<file path="config.mk">
export PLATFORM = sky130hd
export DESIGN_NAME = nvme_qp_doorbell_arb
export DESIGN_NICKNAME = d
export VERILOG_FILES = /design/src/rtl/nvme_qp_doorbell_arb.sv
export SDC_FILE = /design/constraint.sdc
export NUM_CORES = 1
export LEC_CHECK = 0
export ABC_CLOCK_PERIOD_IN_PS = 3000
export BUFFER_PORTS_ARGS = -buffer_cell sky130_fd_sc_hd__buf_2
export CAP_MARGIN = 40
export CORE_MARGIN = 8
export CORE_UTILIZATION = 48
export CTS_BUF_LIST = sky130_fd_sc_hd__clkbuf_2 sky130_fd_sc_hd__clkbuf_4 sky130_fd_sc_hd__clkbuf_8
export DETAILED_ROUTE_END_ITERATION = 8
export GPL_ROUTABILITY_DRIVEN = 0
export PLACE_DENSITY = 0.8
export SLEW_MARGIN = 5
export SYNTH_ARGS = -nofsm -noshare
export SYNTH_HDL_FRONTEND = slang
export SYNTH_SLANG_ARGS = --single-unit
</file>
<file path="constraint.sdc">
create_clock -name axi4_mm_clk -period 3 [get_ports axi4_mm_clk]
set_input_delay 0.45 -clock axi4_mm_clk [delete_from_list [all_inputs] [get_ports axi4_mm_clk]]
set_output_delay 0.45 -clock axi4_mm_clk [all_outputs]
set_load 0.03 [all_outputs]
</file>
<file path="src/rtl/nvme_qp_doorbell_arb.sv">
// Multi-queue-pair NVMe SQ-tail / CQ-head doorbell tracker with coalescing and two round-robin issuers; optional hold timer under NVME_DB_COALESCE_TIMER_EN.
// Update in cycle N -> doorbell valid at N+2 earliest; valid/outputs held until ready, one idle cycle between doorbells; sq_push_ready drops at QDEPTH-1 in flight.
module nvme_qp_doorbell_arb #(
    parameter  int NUM_QP = 4,
    parameter  int QDEPTH = 64,
    localparam int QID_W  = (NUM_QP > 1) ? $clog2(NUM_QP) : 1,
    localparam int PTR_W  = $clog2(QDEPTH)
) (
    input  logic                        axi4_mm_clk,
    input  logic                        axi4_mm_rst_n,
    input  logic                        i_clear,
    input  logic [63:0]                 i_delay_cnt,
    input  logic [NUM_QP-1:0]           sq_push_valid,
    output logic [NUM_QP-1:0]           sq_push_ready,
    input  logic [NUM_QP-1:0]           cq_pop_valid,
    output logic                        pio_sqdb_valid,
    input  logic                        pio_sqdb_ready,
    output logic [QID_W-1:0]            pio_sqdb_qid,
    output logic [63:0]                 pio_sqdb_tail,
    output logic                        pio_cqdb_valid,
    input  logic                        pio_cqdb_ready,
    output logic [QID_W-1:0]            pio_cqdb_qid,
    output logic [63:0]                 pio_cqdb_head,
    output logic [NUM_QP*(PTR_W+1)-1:0] o_outstanding,
    output logic                        o_err_underflow
);

    typedef enum logic {ST_IDLE = 1'b0, ST_BUSY = 1'b1} st_e;

    logic [PTR_W-1:0]  r_sq_tail [NUM_QP];
    logic [PTR_W-1:0]  r_cq_head [NUM_QP];
    logic [PTR_W:0]    r_outst   [NUM_QP];
    logic [NUM_QP-1:0] r_sq_dirty, r_cq_dirty;
    logic [NUM_QP-1:0] w_push, w_pop, w_ozero;
    logic [NUM_QP-1:0] w_sq_elig, w_cq_elig, w_sq_clr, w_cq_clr;

    st_e               r_sq_st, w_sq_nxt, r_cq_st, w_cq_nxt;
    logic              w_sq_load, w_cq_load, w_sq_found, w_cq_found;
    logic [QID_W-1:0]  w_sq_pick, w_cq_pick, r_rr_sq, r_rr_cq;
    logic [QID_W-1:0]  r_sqdb_qid, r_cqdb_qid;
    logic [PTR_W-1:0]  r_sqdb_tail, r_cqdb_head;
    logic              r_err;

    // First requester at or after rr, wrapping; returns {found, qid}.
    function automatic logic [QID_W:0] rr_pick(input logic [NUM_QP-1:0] req,
                                               input logic [QID_W-1:0]  rr);
        logic             found;
        logic [QID_W-1:0] q;
        int               idx;
        found = 1'b0;
        q     = '0;
        for (int i = NUM_QP - 1; i >= 0; i--) begin
            idx = int'(rr) + i;
            if (idx >= NUM_QP) idx = idx - NUM_QP;
            if (req[idx]) begin
                found = 1'b1;
                q     = QID_W'(idx);
            end
        end
        return {found, q};
    endfunction

    function automatic logic [QID_W-1:0] rr_next(input logic [QID_W-1:0] q);
        return (q == QID_W'(NUM_QP - 1)) ? '0 : q + QID_W'(1);
    endfunction

    genvar g;
    generate
        for (g = 0; g < NUM_QP; g++) begin : g_q
            assign w_ozero[g]       = (r_outst[g] == '0);
            assign sq_push_ready[g] = (r_outst[g] < (PTR_W+1)'(QDEPTH - 1));
            assign w_push[g]        = sq_push_valid[g] & sq_push_ready[g] & ~i_clear;
            assign w_pop[g]         = cq_pop_valid[g] & ~w_ozero[g] & ~i_clear;
            assign w_sq_clr[g]      = w_sq_load & (w_sq_pick == QID_W'(g));
            assign w_cq_clr[g]      = w_cq_load & (w_cq_pick == QID_W'(g));
            assign o_outstanding[g*(PTR_W+1) +: (PTR_W+1)] = r_outst[g];

            always_ff @(posedge axi4_mm_clk or negedge axi4_mm_rst_n) begin
                if (!axi4_mm_rst_n) begin
                    r_sq_tail[g]  <= '0;
                    r_cq_head[g]  <= '0;
                    r_outst[g]    <= '0;
                    r_sq_dirty[g] <= 1'b0;
                    r_cq_dirty[g] <= 1'b0;
                end else if (i_clear) begin
                    r_sq_tail[g]  <= '0;
                    r_cq_head[g]  <= '0;
                    r_outst[g]    <= '0;
                    r_sq_dirty[g] <= 1'b0;
                    r_cq_dirty[g] <= 1'b0;
                end else begin
                    if (w_push[g]) r_sq_tail[g] <= r_sq_tail[g] + PTR_W'(1);
                    if (w_pop[g])  r_cq_head[g] <= r_cq_head[g] + PTR_W'(1);
                    if (w_push[g] && !w_pop[g])
                        r_outst[g] <= r_outst[g] + (PTR_W+1)'(1);
                    else if (!w_push[g] && w_pop[g])
                        r_outst[g] <= r_outst[g] - (PTR_W+1)'(1);
                    // A fresh update in the load cycle keeps the queue dirty.
                    if (w_push[g])        r_sq_dirty[g] <= 1'b1;
                    else if (w_sq_clr[g]) r_sq_dirty[g] <= 1'b0;
                    if (w_pop[g])         r_cq_dirty[g] <= 1'b1;
                    else if (w_cq_clr[g]) r_cq_dirty[g] <= 1'b0;
                end
            end
        end
    endgenerate

`ifdef NVME_DB_COALESCE_TIMER_EN
    logic [63:0] r_sq_tmr [NUM_QP];
    logic [63:0] r_cq_tmr [NUM_QP];
    generate
        for (g = 0; g < NUM_QP; g++) begin : g_tmr
            assign w_sq_elig[g] = r_sq_dirty[g] & ((i_delay_cnt == 64'd0) | (r_sq_tmr[g] >= i_delay_cnt));
            assign w_cq_elig[g] = r_cq_dirty[g] & ((i_delay_cnt == 64'd0) | (r_cq_tmr[g] >= i_delay_cnt));
            always_ff @(posedge axi4_mm_clk or negedge axi4_mm_rst_n) begin
                if (!axi4_mm_rst_n) begin
                    r_sq_tmr[g] <= '0;
                    r_cq_tmr[g] <= '0;
                end else begin
                    if (i_clear || !r_sq_dirty[g] || w_sq_clr[g]) r_sq_tmr[g] <= '0;
                    else if (r_sq_tmr[g] < i_delay_cnt)            r_sq_tmr[g] <= r_sq_tmr[g] + 64'd1;
                    if (i_clear || !r_cq_dirty[g] || w_cq_clr[g]) r_cq_tmr[g] <= '0;
                    else if (r_cq_tmr[g] < i_delay_cnt)            r_cq_tmr[g] <= r_cq_tmr[g] + 64'd1;
                end
            end
        end
    endgenerate
`else
    logic w_unused_delay;
    assign w_unused_delay = ^i_delay_cnt;
    assign w_sq_elig      = r_sq_dirty;
    assign w_cq_elig      = r_cq_dirty;
`endif

    assign {w_sq_found, w_sq_pick} = rr_pick(w_sq_elig, r_rr_sq);
    assign {w_cq_found, w_cq_pick} = rr_pick(w_cq_elig, r_rr_cq);

    always_comb begin
        w_sq_nxt  = r_sq_st;
        w_sq_load = 1'b0;
        case (r_sq_st)
            ST_IDLE: if (w_sq_found) begin
                w_sq_load = 1'b1;
                w_sq_nxt  = ST_BUSY;
            end
            ST_BUSY: if (pio_sqdb_ready) w_sq_nxt = ST_IDLE;
            default: w_sq_nxt = ST_IDLE;
        endcase
        if (i_clear) begin
            w_sq_nxt  = ST_IDLE;
            w_sq_load = 1'b0;
        end
    end

    always_comb begin
        w_cq_nxt  = r_cq_st;
        w_cq_load = 1'b0;
        case (r_cq_st)
            ST_IDLE: if (w_cq_found) begin
                w_cq_load = 1'b1;
                w_cq_nxt  = ST_BUSY;
            end
            ST_BUSY: if (pio_cqdb_ready) w_cq_nxt = ST_IDLE;
            default: w_cq_nxt = ST_IDLE;
        endcase
        if (i_clear) begin
            w_cq_nxt  = ST_IDLE;
            w_cq_load = 1'b0;
        end
    end

    always_ff @(posedge axi4_mm_clk or negedge axi4_mm_rst_n) begin
        if (!axi4_mm_rst_n) begin
            r_sq_st     <= ST_IDLE;
            r_cq_st     <= ST_IDLE;
            r_rr_sq     <= '0;
            r_rr_cq     <= '0;
            r_sqdb_qid  <= '0;
            r_cqdb_qid  <= '0;
            r_sqdb_tail <= '0;
            r_cqdb_head <= '0;
            r_err       <= 1'b0;
        end else begin
            r_sq_st <= w_sq_nxt;
            r_cq_st <= w_cq_nxt;
            if (i_clear) begin
                r_rr_sq     <= '0;
                r_rr_cq     <= '0;
                r_sqdb_qid  <= '0;
                r_cqdb_qid  <= '0;
                r_sqdb_tail <= '0;
                r_cqdb_head <= '0;
                r_err       <= 1'b0;
            end else begin
                if (w_sq_load) begin
                    r_sqdb_qid  <= w_sq_pick;
                    r_sqdb_tail <= r_sq_tail[w_sq_pick];
                    r_rr_sq     <= rr_next(w_sq_pick);
                end
                if (w_cq_load) begin
                    r_cqdb_qid  <= w_cq_pick;
                    r_cqdb_head <= r_cq_head[w_cq_pick];
                    r_rr_cq     <= rr_next(w_cq_pick);
                end
                if (|(cq_pop_valid & w_ozero)) r_err <= 1'b1;
            end
        end
    end

    assign pio_sqdb_valid  = (r_sq_st == ST_BUSY);
    assign pio_cqdb_valid  = (r_cq_st == ST_BUSY);
    assign pio_sqdb_qid    = r_sqdb_qid;
    assign pio_cqdb_qid    = r_cqdb_qid;
    assign pio_sqdb_tail   = 64'(r_sqdb_tail);
    assign pio_cqdb_head   = 64'(r_cqdb_head);
    assign o_err_underflow = r_err;

endmodule

</file>
; ---- Word-level counts from Yosys, hierarchy flattened
; Cells that the tools add are included.
[totals]
regBits = 107
latchBits = 0
mem_bits_rw = 0
mem_bits_ro = 0
inputBits = 77
output_inout_bits = 167
elab_cells = 303
n_memories = 0
[classes]
n_addsub = 32
multipliers = 0
div_mod_pow = 0
order_cmp = 22
n_eq_ne = 6
n_shift = 0
n_mux = 134
n_bitwise = 34
reduce_logical = 46
[ops]
columns = op, n
row1 = $lt 32x4->1 const B, 8
row2 = $mux 32, 8
row3 = $mux 6, 24
row4 = $mux 7, 12
row5 = $mux 1, 60
row6 = $add 6x1->6 const B, 8
row7 = $mux 2, 18
row8 = $reduce_bool 3->1, 12
row9 = $add 7x1->7 const B, 4
row10 = $logic_not 7->1, 4
row11 = $lt 7x6->1 const B, 4
row12 = $sub 7x1->7 const B, 4
row13 = $and 1x1->1, 24
row14 = $bmux 6 s2, 2
row15 = $ge 3x3->1 const B, 8
row16 = $sub 3x3->4 const B, 6
row17 = $reduce_bool 2->1, 11
row18 = $bmux 1 s2, 8
row19 = $add 2x2->3 const B, 4
row20 = $eq 2x2->1 const B, 4
row21 = $logic_and 1x1->1, 8
row22 = $logic_not 1->1, 8
row23 = $sub 2x3->4 const B, 2
row24 = $not 1->1, 7
row25 = other kinds (9), 16

; ---- Depth between registers and ports, before layout
; Gate-level depths: netlist of run 1.
[depth]
ltp_word = 17
mapped_depth = 10

; ---- Least setup slack after synthesis of run 1
; OpenSTA, ideal clock, no wires.
[synth_timing]
kind = flip-flop to flip-flop
start = register r_outst, in the netlist o_outstanding[26]
end = register r_outst, in the netlist o_outstanding[26]
setup_ps = 78
arrival_time_ps = 3337
path_slack_ps = -415
stages_incl_launch_ff = 10
cell_sequence = dfrtp_1 -> or4_4 -> o41a_1 -> or3_1 -> ha_1 -> o21ai_0 -> or4b_2 -> o21ai_0 -> o21ai_1 -> a21oi_1
[synth_between]
elab_chain_cells = 8
word_cells_on_any_way = 17
cone_classes = 2 x add/sub / 1 x order compare / 3 x mux / 5 x bitwise / 6 x reduce/logical
[synth_lines]
columns = element, line
row1 = start: declaration, 32  ; logic [PTR_W:0] r_outst [NUM_QP];
row2 = start signal: indexed assignment, 95  ; r_outst[g] <= r_outst[g] + (PTR_W+1)'(1);
row3 = start signal: indexed assignment, 97  ; r_outst[g] <= r_outst[g] - (PTR_W+1)'(1);
row4 = "parallel branches: the longest is 8 deep, another holds $lt 7x6->1", -
; Parallel ways; which one is timed is not known. The select of a mux whose other input is x is not followed.
; A chain may end at the register's enable or synchronous reset.

; ---- Worst setup path after layout of run 1
[layout_timing]
start = register r_outst, in the netlist o_outstanding[15]
end = register r_outst, in the netlist o_outstanding[18]
; Same word-level chain as after synthesis.

==> results of run 1 <==
==> final timing paths <==
path | endpoint | cells after the start | startpoint | slack [ns]
hold reg to reg | r_sqdb_tail[4]$_DFFE_PN0P_ | 2 | r_sqdb_tail[4]$_DFFE_PN0P_ | 0.52
hold / removal | o_outstanding[10]$_DFFE_PN0P_ | 1 | axi4_mm_rst_n | 0.04
setup / recovery | o_outstanding[18]$_DFFE_PN0P_ | 10 | o_outstanding[15]$_DFFE_PN0P_ | -0.05
setup reg to reg | o_outstanding[18]$_DFFE_PN0P_ | 10 | o_outstanding[15]$_DFFE_PN0P_ | -0.05
min in group axi4_mm_clk | pio_sqdb_valid$_DFF_PN0_ | 3 | pio_sqdb_ready | 0.35
max in group asynchronous | o_outstanding[24]$_DFFE_PN0P_ | 2 | axi4_mm_rst_n | 2.21
==> per-layer routing <==
| layer | vias to the layer above | wire length [µm] | global-route usage (%) |
|---|---|---|---|
| met5 | - | 0 | 0 |
| met4 | 0 | 333 | 6.01 |
| li1 | 2730 | - | - |
| met3 | 18 | 885 | 4.17 |
| met2 | 136 | 8410 | 29.1 |
| met1 | 2727 | 7030 | 21.1 |
==> worst max-delay path, delay by kind of cell (launching register included) <==
kind            cells  cell delay [ns]
compound gates      3             0.72
flops               1             0.41
xor+xnor            1             0.09
buf+inv             1             0.14
mux                 1             0.16
simple gates        3             1.02
fa+ha+maj           1             0.40
==> stage by stage <==
stage / std cells / total power, W / TNS (ns) / hold WS (ns) / cell area, µm²
CTS: 1090 / 0.00788 / -0.409 / 0.0419 / 8210
detailed placement: 1066 / 0.00673 / -0.409 / 0.452 / 7870
finish: 1091 / 0.00806 / -0.126 / 0.0394 / 8320
global placement: 1066 / 0.00659 / -0.279 / 0.457 / 7870
floorplan: 907 / 0.00557 / -1.33 / 0.154 / 7900
global route: 1091 / 0.00867 / -0.666 / 0.0657 / 8320
==> cells in the final DEF, fill, tap and decap left out, types with 13 or more instances in the layout <==
cell type	netlist	routed
nand4_1	13	13
nor3_1	14	14
conb_1	1	116
buf_2	3	61
ha_4	0	14
xnor2_1	26	26
nor2_1	94	92
mux2i_1	43	43
xor2_1	19	19
nand2_1	40	40
nand3b_1	13	13
a21oi_1	46	40
ha_1	36	22
a211oi_1	19	13
inv_1	25	25
buf_4	116	56
o21ai_0	29	23
dfrtp_1	107	100
==> state kept, by name, summed over array words and instances, names as in the netlist, 2 cells and up <==
signal	count
o_outstanding	28
r_cqdb_head	6
r_sq_dirty	4
r_rr_cq	2
pio_cqdb_qid	2
r_sq_tail	24
r_cq_dirty	4
r_sqdb_tail	6
r_rr_sq	2
pio_sqdb_qid	2
r_cq_head	24
==> what timing repair did <==
action / 4_1_cts / 5_1_grt
endpoints found under the setup margin: 6 / 13
gates resized for setup: 19 / 14
cloned: 0 / 0
setup buffers: 8 / 1
pin swaps: 26 / 21
==> logic make-up after synthesis <==
group,after synthesis
AOI/OAI and AO/OA,143
xor gates and xnor gates,48
adders and majority gates,40
buffers and inverters,169
DFF,107
muxes,46
other,1
and+or+nand+nor,238
==> cell type report <==
type | count | area share, %
inverters | 26 | 1.17
clock buffers | 13 | 2.08
clock inverters | 3 | 0.256
multi-input cells | 631 | 51.7
repair buffers | 123 | 9.64
flip-flops and latches | 107 | 32.3
well taps | 188 | 2.83
==> power breakdown <==
part / internal (W) / switching [W]
sequential: 0.00176 / 0.000309
combinational: 0.00223 / 0.00289
clock: 0.000380 / 0.000477
total: 0.00438 / 0.00368
==> summary.md, run 1 <==
| Metric | Value |
|---|---|
| RSZ-0062 raised after global routing | true |
| Yosys top cell area share | 36.6% |
| HP Class | input pin to asynchronous set/reset pin |
| Post-Synth XOR/XNOR Area | between 6 and 7% |
| Post-synth EDFFs | 0 |
| Top-level port count | ~240 |
| Routed vias | about 5.6k |
| Die ar. | 0.0195 mm² |
| Area Growth Syn to Fin | 13.7% |
| Crit Path Category | register to register |
| Worst setup EP type | register |
| Global-route wire length before repair | 28200 µm |
| Area of the mapped netlist | 0.00732 mm² |
| Post-synthesis async set-or-reset flop share | 100% |
| Port Buffers | 63 |
| Sequential cell area | 0.00269 mm² |
| Total track usage | between 10% and 20% |
| Core area | roughly 0.015 mm² |
| Pre-CTS WS | -0.115 ns |
| Initial Utilization | between 40 and 50% |
| Clk_lat worst skew | 0.36 ns |
| Clock transition at the registers of the reported paths | 0.10 ns |
| Peak VDD IR | 0.798 mV |
| Post-synthesis compound-gate area fraction | 12.9% |
| Fin crit share | 102% |
| Via/cell ratio | about 5.1 |
| Yosys warns | 0 |
| Synth area leader | dfrtp_1 |
| Die Wd | between 100 and 150 µm |
| Max Cap Viol | 0 |
| Initial antenna violation count | 0 |
| Total CTS buffers | 9 |
| Pin count of the biggest net entering global routing | 41 |
| DR pass1 iterations | 6 |
| Worst setup SP type | register |
| Top FF cell, synth | dfrtp_1 |
| Clk sinks | roughly 110 |
| CTS tree | built |
| Seq cells post-synth | around 110 |
| Adder-cell area share of the yosys netlist | 7.25% |
| Average size of a mapped cell | 9.24 µm² |
| Largest family of logic cells by synthesized area | simple AND/OR/NAND/NOR gates |
| Synthesized netlist cell count | between 700 and 800 |
| Layout cells sized above 1 | 22.5% |
| Clock Skews | 0.0102 ns |
| Top post-synthesis cells by area | dfrtp_1 (37%), buf_4 (12%), ha_1 (6.2%) |
| Failing checks | negative setup slack |
| Antenna Violating Nets Remaining | 0 |
| Slew margin rel. | about 45% |
| Setup-failing EPs final | 4 |
| # hold bufs at CTS | 0 |
| Critical-path cell list | or4_4 > o41a_1 > or3_4 > fa_2 > buf_6 > a21o_1 > a21oi_2 > xnor2_1 > mux2i_1 > nor2_1 |
| Overall routed net length | 16700 µm |
| Seq/Total Area, Yosys | 36.6% |
| Area of the multi-input gates | 0.00431 mm² |
| Most used standard cell by instance count after synthesis | buf_4 |
| Multiplexer area fraction after synthesis | 6.34% |
| Critical Path RT | roughly 3.3 ns |
| Fillers | 1323 |
| Post-route setup slack | -0.0510 ns |
| Util after Layout | a little under three fifths |
| Final hold vios | 0 |
| Tmin final | a little over 3 ns |
| Slowest CP cell | or4_4 |
| Num rows | 45 |
| H-tree depth | 3 |
| Via count of the first global-routing pass | 5726 |
| Routed WL per cell | around 15 µm |
| Worst-path maximum fanout | 5 |
| DP HPWL | 12600 µm |
| DRC | 0 |
| Clock buffer depth | 2 |
| Critical Path AT | between 3 and 4 ns |
| Unique cell type count in the Yosys netlist | 57 |
| Die H | ~140 µm |
| Status | finished with violations |
| Post-synth top cells | buf_4 (116), dfrtp_1 (107), nor2_1 (94) |
| CTS root buffer | clkbuf_8 |
| Slowest Stage Delay on Critical Path | 0.54 ns |
| Starting DRC count in detailed routing | 330 |
| Remaining global-route overflow | 0 |
| Worst-Margin Slew | 0.819 ns |
| Nets | 1015 |
| Antenna diodes | 0 |
| Ratio of total power to cell area | a little under 1000 mW/mm² |
| Leak Pwr | 3.89 nW |
| Fmax | 328 MHz |
| Fin. max-slew vios | 0 |
| Simple-gate share of the synthesized area | 16.0% |
No activity file was read; power rests on OpenSTA's default activity.
==> run 2, diff against run 1 <==
--- a/config.mk
+++ b/config.mk
@@ -5,6 +5,7 @@
 export SDC_FILE = /design/constraint.sdc
 export NUM_CORES = 1
 export LEC_CHECK = 0
+export ABC_AREA = 1
 export ABC_CLOCK_PERIOD_IN_PS = 3000
 export BUFFER_PORTS_ARGS = -buffer_cell sky130_fd_sc_hd__buf_2
 export CAP_MARGIN = 40
@@ -13,7 +14,7 @@
 export CTS_BUF_LIST = sky130_fd_sc_hd__clkbuf_2 sky130_fd_sc_hd__clkbuf_4 sky130_fd_sc_hd__clkbuf_8
 export DETAILED_ROUTE_END_ITERATION = 8
 export GPL_ROUTABILITY_DRIVEN = 0
-export PLACE_DENSITY = 0.8
+export PLACE_DENSITY = 0.79
 export SLEW_MARGIN = 5
 export SYNTH_ARGS = -nofsm -noshare
 export SYNTH_HDL_FRONTEND = slang
==> summary.md, run 2 <==
| Metric | Value |
|---|---|
| Worst setup SP type | register |
| Number of flip-flops in the largest register | 28 (unchanged) |
| Die Wd | 141 µm (+1.4%) |
| Commonest non-fill, non-tap cell in the layout | nand2_1 |
| Top FF cell, synth | dfrtp_1 |
| Total track usage | 17.0% (-0.29 points) |
| Crit Path Category | register to register |
| Critical Path AT | 2.98 ns (-0.32 ns) |
| Starting DRC count in detailed routing | 338 (+2.4%) |
| Fin. max-slew vios | 0 (unchanged) |
| Pre-CTS WS | 0.152 ns (+0.267 ns) |
| Fillers | 1514 (+14%) |
| Clk_lat worst skew | 0.38 ns (+0.02 ns) |
| Top-level port count | 244 (unchanged) |
| Leak Pwr | 4.17 nW (+7.1%) |
| Yosys warns | 0 (unchanged) |
| Reg2reg start | o_outstanding[6]$_DFFE_PN0P_ |
| Clk sinks | 107 (unchanged) |
| Num rows | 46 (+2.2%) |
| Final hold vios | 0 (unchanged) |
| Setup-failing EPs final | 0 (-4) |
| Synth area leader | dfrtp_1 |
| Area of the mapped netlist | 0.00756 mm² (+3.2%) |
| Fin crit share | 90.1% (-12 points) |
| Initial antenna violation count | 0 (unchanged) |
| Synthesized netlist cell count | 986 (+24%) |
| Yosys top cell area share | 35.4% (-1.1 points) |
| Total power | 0.00777 W (-3.6%) |
| Ratio of total power to cell area | 977 mW/mm² (+0.91%) |
| Via count of the first global-routing pass | 5797 (+1.2%) |
| Seq cells post-synth | 107 (unchanged) |
| Remaining global-route overflow | 0 (unchanged) |
| RSZ-0062 raised after global routing | false |
| CTS tree | built |
| Worst-Margin Slew | 0.709 ns (-0.110 ns) |
| DP HPWL | 13000 µm (+3.1%) |
| RR Endpoint | o_outstanding[6]$_DFFE_PN0P_ |
| Initial Utilization | 48.3% (-0.42 points) |
| Sum Neg Setup Slack | 0 ns (+0.126 ns) |
| Total CTS buffers | 9 (unchanged) |
| Peak VDD IR | 0.533 mV (-33%) |
| Die H | 141 µm (+1.4%) |
| Most frequent cells in the layout | nand2_1 (223), nand3_1 (125), conb_1 (116), dfrtp_1 (106), inv_1 (101) |
| Overall routed net length | 16700 µm (+0.16%) |
| H-tree depth | 3 (unchanged) |
| Routed vias | 6223 (+11%) |
| Port Buffers | 63 (unchanged) |
| Worst setup EP type | register |
| Adder-cell area share of the yosys netlist | 7.02% (-0.23 points) |
| Post-synth top cells | nand2_1 (226), nand3_1 (125), buf_4 (118) |
| Tmin final | 2.70 ns (-0.350 ns) |
| Routed WL per cell | 13.1 µm (-14%) |
| R2R Setup Slk | 0.30 ns (+0.35 ns) |
| Area Growth Syn to Fin | 5.22% |
| Status | completed |
| Seq/Total Area, Yosys | 35.4% (-1.1 points) |
| HP Class | input pin to asynchronous set/reset pin |
| Clock transition at the registers of the reported paths | 0.10 ns (about the same) |
| Post-synth EDFFs | 0 (unchanged) |
| Fmax | 370 MHz (+13%) |
| Core area | 0.0157 mm² (+4.1%) |
| Worst reg2reg path depth | 15 (+5) |
| CP startpoint | o_outstanding[6]$_DFFE_PN0P_ |
| Top post-synthesis cells by area | dfrtp_1 (35%), buf_4 (12%), nand2_1 (11%) |
| Largest family of logic cells by synthesized area | simple AND/OR/NAND/NOR gates |
| Post-route setup slack | 0.298 ns (+0.350 ns) |
| Slew margin rel. | 52.7% (+7.7 points) |
| Global-route wire length before repair | 28100 µm (-0.32%) |
| Post-synthesis compound-gate area fraction | 9.92% (-3.0 points) |
| Post-synthesis async set-or-reset flop share | 100% (unchanged) |
| Worst-path maximum fanout | 7 (+2) |
| Post-Synth XOR/XNOR Area | 2.67% (-3.5 points) |
| Die ar. | 0.0200 mm² (+2.9%) |
| Pin count of the biggest net entering global routing | 55 (+34%) |
| Antenna Violating Nets Remaining | 0 (unchanged) |
| Critical Path RT | 3.28 ns (+0.03 ns) |
| Clock Skews | 0.0127 ns (+0.00253 ns) |
| Max Cap Viol | 0 (unchanged) |
| Average size of a mapped cell | 7.66 µm² (-17%) |
| Via/cell ratio | 4.87 (-5.2%) |
| Post-route cell area | 0.00795 mm² (-4.5%) |
| Nets | 1173 (+16%) |
| Placed Area | 0.00768 mm² (-2.4%) |
| Layout cells sized above 1 | 14.0% (-8.4 points) |
| Antenna diodes | 0 (unchanged) |
| CTS root buffer | clkbuf_8 |
| DR pass1 iterations | 5 (-1) |
| Most used standard cell by instance count after synthesis | nand2_1 |
| Util after Layout | 50.8% (-4.6 points) |
| CP endpoint | o_outstanding[6]$_DFFE_PN0P_ |
| Unique cell type count in the Yosys netlist | 40 (-30%) |
| Clock buffer depth | 2 (unchanged) |
| Simple-gate share of the synthesized area | 26.0% (+10 points) |
| Multiplexer area fraction after synthesis | 0% (-6.3 points) |
| DRC | 0 (unchanged) |
-- run 2: kinds of logic (layout without fill, tap and decap cells) --
logic type	count (synthesis)	count (layout)
flip-flops	107	107
AND/OR/NAND/NOR	436	436
other	1	116
AO/OA/AOI/OAI	133	133
buffers and inverters	246	206
adder cells (fa/ha/maj)	40	40
XOR/XNOR	23	23
-- run 2: worst min path at each step --
stage	start	endpoint	depth (start not counted)
2_1_floorplan	axi4_mm_rst_n	o_err_underflow$_DFFE_PN0P_	0
5_1_grt	axi4_mm_rst_n	pio_sqdb_valid$_DFF_PN0_	1
6_report	axi4_mm_rst_n	pio_sqdb_valid$_DFF_PN0_	1
4_1_cts	axi4_mm_rst_n	pio_sqdb_valid$_DFF_PN0_	1
3_5_place_dp	r_sq_tail[5]$_DFFE_PN0P_	r_sq_tail[5]$_DFFE_PN0P_	1
3_3_place_gp	r_cq_head[11]$_DFFE_PN0P_	r_cq_head[11]$_DFFE_PN0P_	1
-- run 2: final cells by class --
class / count / area, µm² / area share (%)
Inverter: 116 / 448 / 5.63
Timing Repair Buffer: 74 / 413 / 5.19
Sequential cell: 107 / 2680 / 33.7
Clock inverter: 6 / 111 / 1.40
Tap cell: 216 / 270 / 3.40
Clock buffer: 10 / 131 / 1.65
Multi-Input combinational cell: 748 / 3900 / 49.0
-- run 2: per-stage QoR --
| step | hold WS (ns) | cells |
|---|---|---|
| 6_report | 0.0935 | 1277 |
| 5_1_grt | 0.142 | 1277 |
| 3_5_place_dp | 0.460 | 1260 |
| 2_1_floorplan | 0.154 | 1101 |
| 3_3_place_gp | 0.453 | 1260 |
| 4_1_cts | 0.118 | 1276 |
-- run 2: what timing repair did --
action / in CTS / in global routing
hold buffers: 0 / 0
setup buffers: 0 / 1
endpoints found under the setup margin: 0 / 4
resized for setup: 0 / 6
-- run 2: worst max-delay path, stage by stage (launching register included) --
cell	delay, ns
dfrtp_1	0.42
inv_1	0.12
nand3_1	0.11
o21ai_1	0.18
nand2_1	0.12
inv_1	0.15
nand2_2	0.15
fa_1	0.43
a21oi_1	0.17
o21ai_0	0.15
nand2_1	0.09
nand2_1	0.05
a21oi_1	0.21
a21oi_1	0.10
o21ai_1	0.08
nand2_1	0.07
-- run 2: per-layer routing --
| layer | vias to the layer above | GRT usage, % | share of wire [%] |
|---|---|---|---|
| met2 | 157 | 27.5 | 48 |
| met3 | 19 | 2.62 | 5.5 |
| met1 | 2926 | 22.6 | 45 |
| met4 | 0 | 6.05 | 1.7 |
| li1 | 3121 | - | - |
| met5 | - | 0 | 0 |
-- run 2: power breakdown --
group	switching, W	total [W]	internal [W]
combinational	0.00309	0.00453	0.00144
clock	0.000515	0.00108	0.000566
sequential	0.000372	0.00216	0.00178
